File: config.mk
export PLATFORM = sky130hd
export DESIGN_NAME = branch_ctrl
export DESIGN_NICKNAME = d
export VERILOG_FILES = /design/src/rtl/branch_ctrl.sv
export SDC_FILE = /design/constraint.sdc
export NUM_CORES = 1
export LEC_CHECK = 0
export CAP_MARGIN = 25
export CORE_ASPECT_RATIO = 1.25
export CORE_MARGIN = 1
export CORE_UTILIZATION = 45
export CTS_CLUSTER_SIZE = 24
export DETAILED_ROUTE_END_ITERATION = 8
export GPL_TIMING_DRIVEN = 0
export PLACE_DENSITY = 0.88
export RECOVER_POWER = 25
export SETUP_SLACK_MARGIN = 0.05
export SLEW_MARGIN = 40
export SYNTH_ARGS = -nofsm -noshare
export SYNTH_HDL_FRONTEND = slang
export SYNTH_SLANG_ARGS = --single-unit
File: constraint.sdc
create_clock -name clk -period 1.85 [get_ports clk]
set_input_delay 0.2775 -clock clk [delete_from_list [all_inputs] [get_ports clk]]
set_output_delay 0.2775 -clock clk [all_outputs]
set_load 0.02 [all_outputs]
File: src/rtl/branch_ctrl.sv
// Branch resolution controller for an RV32I pipeline.
// Accepts one conditional branch at a time, waits for the hazard unit to
// release valid operands, resolves the branch from the comparator flags and
// redirects the PC for one cycle when the branch is taken. Keeps saturating
// counters of resolved and taken branches.
`timescale 1ns/1ps
module branch_ctrl (
  input  logic        clk,
  input  logic        rst_n,
  input  logic        br_valid,
  input  logic [2:0]  br_funct3,
  input  logic        operands_ready,
  input  logic        cnt_clr,
  input  logic        BrEq,
  input  logic        BrLT,
  output logic        BrUn,
  output logic        br_ready,
  output logic        stall,
  output logic        pc_sel,
  output logic        flush,
  output logic        illegal,
  output logic [15:0] branch_cnt,
  output logic [15:0] taken_cnt
);

  typedef enum logic [1:0] {
    IDLE,
    WAIT_OPS,
    RESOLVE,
    REDIRECT
  } state_t;

  state_t      state;
  state_t      state_next;
  logic [2:0]  funct3_q;
  logic        funct3_bad;
  logic        taken;
  logic        resolving;
  logic [15:0] branch_cnt_next;
  logic [15:0] taken_cnt_next;

  // funct3 010/011 are not branch encodings; they resolve as never taken
  assign funct3_bad = (funct3_q[2:1] == 2'b01);
  assign resolving  = (state == RESOLVE);

  // Taken decision from the latched funct3 and the comparator flags
  always_comb begin
    taken = 1'b0;
    case (funct3_q)
      3'b000:         taken = BrEq;
      3'b001:         taken = !BrEq;
      3'b100, 3'b110: taken = BrLT;
      3'b101, 3'b111: taken = !BrLT;
      default:        taken = 1'b0;
    endcase
  end

  // Next-state logic and state-decoded control outputs
  always_comb begin
    state_next = state;
    br_ready   = 1'b0;
    stall      = 1'b0;
    pc_sel     = 1'b0;
    flush      = 1'b0;
    BrUn       = (funct3_q[2:1] == 2'b11);
    case (state)
      IDLE: begin
        br_ready = 1'b1;
        if (br_valid) begin
          state_next = operands_ready ? RESOLVE : WAIT_OPS;
        end
      end
      WAIT_OPS: begin
        stall = 1'b1;
        if (operands_ready) begin
          state_next = RESOLVE;
        end
      end
      RESOLVE: begin
        stall      = 1'b1;
        state_next = taken ? REDIRECT : IDLE;
      end
      REDIRECT: begin
        pc_sel     = 1'b1;
        flush      = 1'b1;
        state_next = IDLE;
      end
      default: state_next = IDLE;
    endcase
  end

  // Saturating statistics; a clear beats an increment in the same cycle
  always_comb begin
    branch_cnt_next = branch_cnt;
    taken_cnt_next  = taken_cnt;
    if (cnt_clr) begin
      branch_cnt_next = 16'h0000;
      taken_cnt_next  = 16'h0000;
    end else if (resolving && !funct3_bad) begin
      if (branch_cnt != 16'hFFFF) begin
        branch_cnt_next = branch_cnt + 16'd1;
      end
      if (taken && (taken_cnt != 16'hFFFF)) begin
        taken_cnt_next = taken_cnt + 16'd1;
      end
    end
  end

  // State register, latched funct3, illegal pulse and counters
  always_ff @(posedge clk or negedge rst_n) begin
    if (!rst_n) begin
      state      <= IDLE;
      funct3_q   <= 3'b000;
      illegal    <= 1'b0;
      branch_cnt <= 16'h0000;
      taken_cnt  <= 16'h0000;
    end else begin
      state      <= state_next;
      illegal    <= resolving && funct3_bad;
      branch_cnt <= branch_cnt_next;
      taken_cnt  <= taken_cnt_next;
      if ((state == IDLE) && br_valid) begin
        funct3_q <= br_funct3;
      end
    end
  end

endmodule

==> summary.txt, run 1 <==
Total number of vias: 2,089
NetSw: 1.05 mW
Port-buffer cells: 46
Top_reg_cell synth: dfrtp_1
Pint: 1.81 mW
Async SR Flop Fraction: 1.00
Final wirelength: 6060 um
Yosys reg bits: 38
Final instance area: 3300 um2
FP Rows: 27
Via density: 5.72
Top post-synthesis cells by count: 38 x dfrtp_1, 30 x nor2_1, 20 x xnor2_1
# DRC: 0
Worst vdd rail ir drop: 724 uV
Post-place setup slack: -0.431 ns
Share of cells above drive strength 1: 0.313
Setup-failing EPs final: 8
GP Congestion: 0.871
Worst Max-Slew Pin Slew: 0.946 ns
Cell Area, Placed: 2710 um2
Worst path arrival time: 2.15 ns
Diode count: 0
CP startpoint kind: flip-flop
Clock skew: 0.00850 ns
DP Wirelength: 3430 um
Die Y: 78.8 um
Detailed-router iteration count before antenna repair: 4
Max Slew Vio Count: 0
Die width: 63.5 um
CTS tree: yes
Part of the power in combinational logic: 0.433
Hold Path Class: in -> reg
GRT Total Usage: 0.219
Synth top area share: 0.448
Clock buffer depth: 2
Slew HR: 0.369
CTS H-tree lvls: 2
Min Tclk post-route: 1.93 ns
Syn_nets: 239
Clk pwr share: 0.195
Critical path required time: 2.07 ns
RSZ-0062 raised after global routing: yes
Netlist cell types: 41
Worst Path Max Fanout: 5
Grt total ovfl: 0
Final worst path period share: 1.05
Mapped cell area: 2120 um2
Run status: complete, but fails checks
# Max-Cap Violations: 0
Post-synthesis cell count: 223
Count leader, synth: dfrtp_1
Hold Vio Cnt, Final: 0
Reg power frac: 0.371
EDFF count, synth: 0
Global-route wire length before repair: 8450 um
Top Ports: 48
Critical path endpoint category: flip-flop
Clock Pin Slew Worst Setup and Hold Paths: 0.08 ns
Fillers: 304
Die ar.: 5000 um2
Final #Nets: 322
Synthesis-to-finish area growth: 55.2%
Core ar.: 4460 um2
Wire per inst: 16.6 um
Sequential fraction of the synthesis area: 0.448
Initial antenna violation count: 0
Pwr Density: 865 nW/um2
Initial Util: 0.476
Worst-Skew Late Latency: 0.30 ns
FMAX: 517 MHz
Worst setup path category: reg -> reg
Switch share: 0.367
CTS Buf Count: 5
Post-route ant nets: 0
Failing checks: setup timing
Mapped Avg Cell Area: 9.53 um2
Final worst slack: -0.0849 ns
Synth top area cells: dfrtp_1 45%, xnor2_1 8.2%, nor2_1 5.3%, mux2_2 3.7%, ha_1 3.5%
Vias in the first global route: 1,847
Initial DRC Count: 130
Leak Pwr: 1.28 nW
Clock sink count: 38
Yosys top cell by area: dfrtp_1
Root buf cell: clkbuf_8
Syn. warnings: 0
Pin count of the biggest net entering global routing: 39
==> placed cells by master, fill, tap and decap left out, types with 3 or more instances in the layout <==
cell	n
clkdlybuf4s50_1	40
nor2_1	29
dfrtp_1	29
buf_4	26
xnor2_1	19
nand2_1	12
nand3_1	11
dfrtp_2	9
nand4_1	7
nor3_1	7
nor4_4	7
inv_1	6
clkbuf_8	6
mux2_2	6
nor4_2	5
nand2b_1	4
clkbuf_1	4
a31oi_1	4
buf_6	4
nor2b_1	4
and4_1	3
nor3_2	3
a21oi_2	3
o21ai_0	3
nor4_1	3
ha_4	3
ha_1	3
==> path summary, 6_finish.rpt <==
check,slack [ns],from,end,cells past startpoint
setup / recovery,-0.08,state[0]$_DFFE_PN0P_,taken_cnt[15]$_DFFE_PN0P_,8
hold / removal,0.44,cnt_clr,taken_cnt[11]$_DFFE_PN0P_,3
setup reg to reg,-0.08,state[0]$_DFFE_PN0P_,taken_cnt[15]$_DFFE_PN0P_,8
hold reg to reg,0.60,funct3_q[0]$_DFFE_PN0P_,funct3_q[0]$_DFFE_PN0P_,1
max in group asynchronous,0.54,rst_n,funct3_q[2]$_DFFE_PN0P_,2
min in group asynchronous,0.65,rst_n,branch_cnt[14]$_DFFE_PN0P_,2
==> cell type report <==
| class | instances | area [um2] | share of cell area |
|---|---|---|---|
| multi-input combinational | 169 | 1380 | 0.418 |
| timing repair buffer | 76 | 707 | 0.214 |
| clock inverter | 2 | 10.0 | 0.00303 |
| buffer | 9 | 68.8 | 0.0209 |
| sequential | 38 | 962 | 0.292 |
| tap | 58 | 72.6 | 0.0220 |
| inverter | 7 | 26.3 | 0.00797 |
| clock buffer | 6 | 72.6 | 0.0220 |
==> worst max-delay path: stages, from the launching register on <==
cell,delay [ns]
dfrtp_1,0.39
inv_2,0.08
ha_4,0.13
nor3b_4,0.17
a32oi_2,0.09
or2_1,0.26
clkbuf_8,0.16
or4_1,0.44
a21oi_2,0.14
==> power groups by stage <==
stage | Sequential, mW | Clock (mW) | Combinational (mW)
2_1_floorplan | 1.11 | 0 | 0.530
3_3_place_gp | 1.08 | 0 | 0.875
3_5_place_dp | 1.09 | 0 | 0.898
4_1_cts | 1.06 | 0.568 | 0.987
5_1_grt | 1.07 | 0.609 | 1.34
6_report | 1.06 | 0.558 | 1.24
==> cell families after synthesis <==
group,after synthesis,share of synthesized area
mux,7,0.0371
xor+xnor,22,0.0907
buf+inv,16,0.0318
compound gates,22,0.0648
simple gates,112,0.293
flops,38,0.448
fa+ha+maj,6,0.0353
==> per-layer routing <==
layer / wire [um] / track usage
met2: 3260 / 0.371
met3: 252 / 0.0503
met4: 157 / 0.105
met1: 2390 / 0.260
met5: 0 / 0
==> through the flow <==
step	utilization	power [mW]	setup TNS [ns]	hold WS, ns	std cells
6_report	0.740	2.85	-0.336	0.443	365
2_1_floorplan	-	1.64	-0.154	-0.0181	223
3_5_place_dp	0.607	1.98	-4.86	0.273	327
4_1_cts	0.655	2.61	-0.858	0.426	344
5_1_grt	0.740	3.02	-1.62	0.462	365
3_3_place_gp	0.608	1.95	-19.04	0.540	327
==> sequential cells by signal (all words and copies together) (netlist names) <==
name        cells
branch_cnt     16
funct3_q        3
illegal         1
state           2
taken_cnt      16
==> timing repair <==
item	4_1_cts	5_1_grt
hold buffers	1	0
gates resized for setup	18	51
pin swaps	5	15
endpoints found under the setup margin	32	30
buffers inserted	8	19
gates cloned	0	2
hold endpoints to repair	38	0
(Power assumes the default switching activity.)
==> run 2: changes to the inputs <==
PLACE_DENSITY = 0.76   (was 0.88)
SLEW_MARGIN = 20   (was 40)
==> summary.txt, run 2 (synthesis gave the netlist of run 1 again) <==
Run status: complete, but fails checks
Failing checks: setup timing
Wire per inst: 16.4 um
Reg2Reg Launch Point: taken_cnt[0]$_DFFE_PN0P_
Root buf cell: clkbuf_8
Total number of vias: 2,004
Final worst path period share: 1.07
# Max-Cap Violations: 0
# DRC: 0
Pin count of the biggest net entering global routing: 30
Crit. Startpoint: taken_cnt[0]$_DFFE_PN0P_
Die width: 63.5 um
Setup-failing EPs final: 5
Worst R2R Setup Slack: -0.12 ns
Layout Utilization: 0.733
Slew HR: 0.591
FP Rows: 27
Worst Max-Slew Pin Slew: 0.613 ns
Via density: 5.58
Crit-path slowest cell: dfrtp_2
Max Slew Vio Count: 0
Grt total ovfl: 0
R2R Path End: taken_cnt[11]$_DFFE_PN0P_
Worst hold start: cnt_clr
Critical Path Max Stage Delay: 0.41 ns
Worst Path Max Fanout: 5
Post-route ant nets: 0
Initial DRC Count: 236
Detailed-router iteration count before antenna repair: 4
Initial antenna violation count: 0
Final wirelength: 5900 um
Worst vdd rail ir drop: 891 uV
FMAX: 507 MHz
Worst-Skew Late Latency: 0.29 ns
Global-route wire length before repair: 8640 um
Pwr Density: 873 nW/um2
Cell count after placement: 328
Core ar.: 4460 um2
Min Tclk post-route: 1.97 ns
Critical path endpoint category: flip-flop
Fillers: 354
Clock skew: 0.00607 ns
DP Wirelength: 3490 um
Worst path arrival time: 2.15 ns
Final instance area: 3270 um2
Critical path required time: 2.03 ns
Hold Vio Cnt, Final: 0
CTS tree: yes
CP startpoint kind: flip-flop
Top Ports: 48
Initial Util: 0.476
Synthesis-to-finish area growth: 53.8%
Worst Hold Endpoint: branch_cnt[0]$_DFFE_PN0P_
Worst hold path stage count: 3
Clock buffer depth: 2
Share of cells above drive strength 1: 0.289
GP Congestion: 0.898
Commonest non-fill, non-tap cells in the layout: 41 x clkdlybuf4s50_1, 30 x nor2_1, 28 x dfrtp_1, 20 x xnor2_1, 20 x buf_4
Layout Cells excl Fill: 359
Final #Nets: 316
Port-buffer cells: 46
CTS Buf Count: 5
CP Cell Sequence: buf_4 -> and3_1 -> nand3_1 -> or2_0 -> clkbuf_8 -> nor4_4 -> mux2_4
Hold Path Class: in -> reg
Worst setup path category: reg -> reg
Post-place setup slack: -0.415 ns
Clock sink count: 38
RSZ-0062 raised after global routing: yes
Leak Pwr: 1.24 nW
Buf/Inv on CP: 2
Worst R2R Path Depth: 7
Largest registers: branch_cnt x16, taken_cnt x16, funct3_q x3
Diode count: 0
Worst path top cell family by delay: simple AND/OR/NAND/NOR gates
Die ar.: 5000 um2
Die Y: 78.8 um
Vias in the first global route: 1,809
Final worst slack: -0.121 ns
CTS H-tree lvls: 2
Cell Area, Placed: 2730 um2
Power Total: 2.85 mW
Most common cell after layout, fill and taps aside: clkdlybuf4s50_1
Clock Pin Slew Worst Setup and Hold Paths: 0.07 ns
GRT Total Usage: 0.219
## run 2: worst max path at each step
stage / cells past startpoint / slack, ns / to
floorplan: 8 / -0.09 / taken_cnt[13]$_DFFE_PN0P_
global placement: 1 / -0.55 / branch_cnt[0]$_DFFE_PN0P_
detailed placement: 7 / -0.41 / taken_cnt[13]$_DFFE_PN0P_
CTS: 8 / -0.17 / taken_cnt[15]$_DFFE_PN0P_
global route: 8 / -0.19 / taken_cnt[11]$_DFFE_PN0P_
finish: 7 / -0.12 / taken_cnt[11]$_DFFE_PN0P_
## run 2: stage by stage
stage | hold WS, ns | TNS [ns]
finish | 0.451 | -0.344
global placement | 0.546 | -20.08
detailed placement | 0.161 | -4.41
global route | 0.471 | -1.05
CTS | 0.390 | -1.78
floorplan | -0.0181 | -0.154
## run 2: worst register-to-register path: cells and delay by family (launching register included)
family        cells  cell delay [ns]
buf+inv           2             0.28
flops             1             0.41
mux               1             0.33
simple gates      4             0.85
## run 2: final cells by class
type / instances / area (um2) / area share
multi-input combinational: 169 / 1390 / 0.427
sequential: 38 / 963 / 0.295
timing repair buffer: 70 / 662 / 0.203
clock buffer: 7 / 86.3 / 0.0264
tap: 58 / 72.6 / 0.0222
buffer: 9 / 57.6 / 0.0176
inverter: 7 / 26.3 / 0.00804
clock inverter: 1 / 5.00 / 0.00153
## run 2: report_power, final
group	switching, mW	internal (mW)	total, mW
registers	0.141	0.942	1.08
logic	0.609	0.557	1.17
clock network	0.301	0.301	0.602
total	1.05	1.80	2.85
## run 2: routing by layer
| metal | up-vias | GRT usage | share of wire |
|---|---|---|---|
| li1 | 948 | - | - |
| met5 | - | 0 | 0 |
| met3 | 10 | 0.0359 | 0.040 |
| met4 | 0 | 0.102 | 0.014 |
| met1 | 981 | 0.290 | 0.41 |
| met2 | 65 | 0.349 | 0.54 |
## run 2: timing repair
item | CTS | global route
endpoints found under the hold margin | 9 | 0
resized for setup | 12 | 53
cloned | 0 | 1
hold buffers | 1 | 0
setup endpoints to repair | 31 | 33
buffers inserted | 8 | 13
pin swaps | 8 | 20
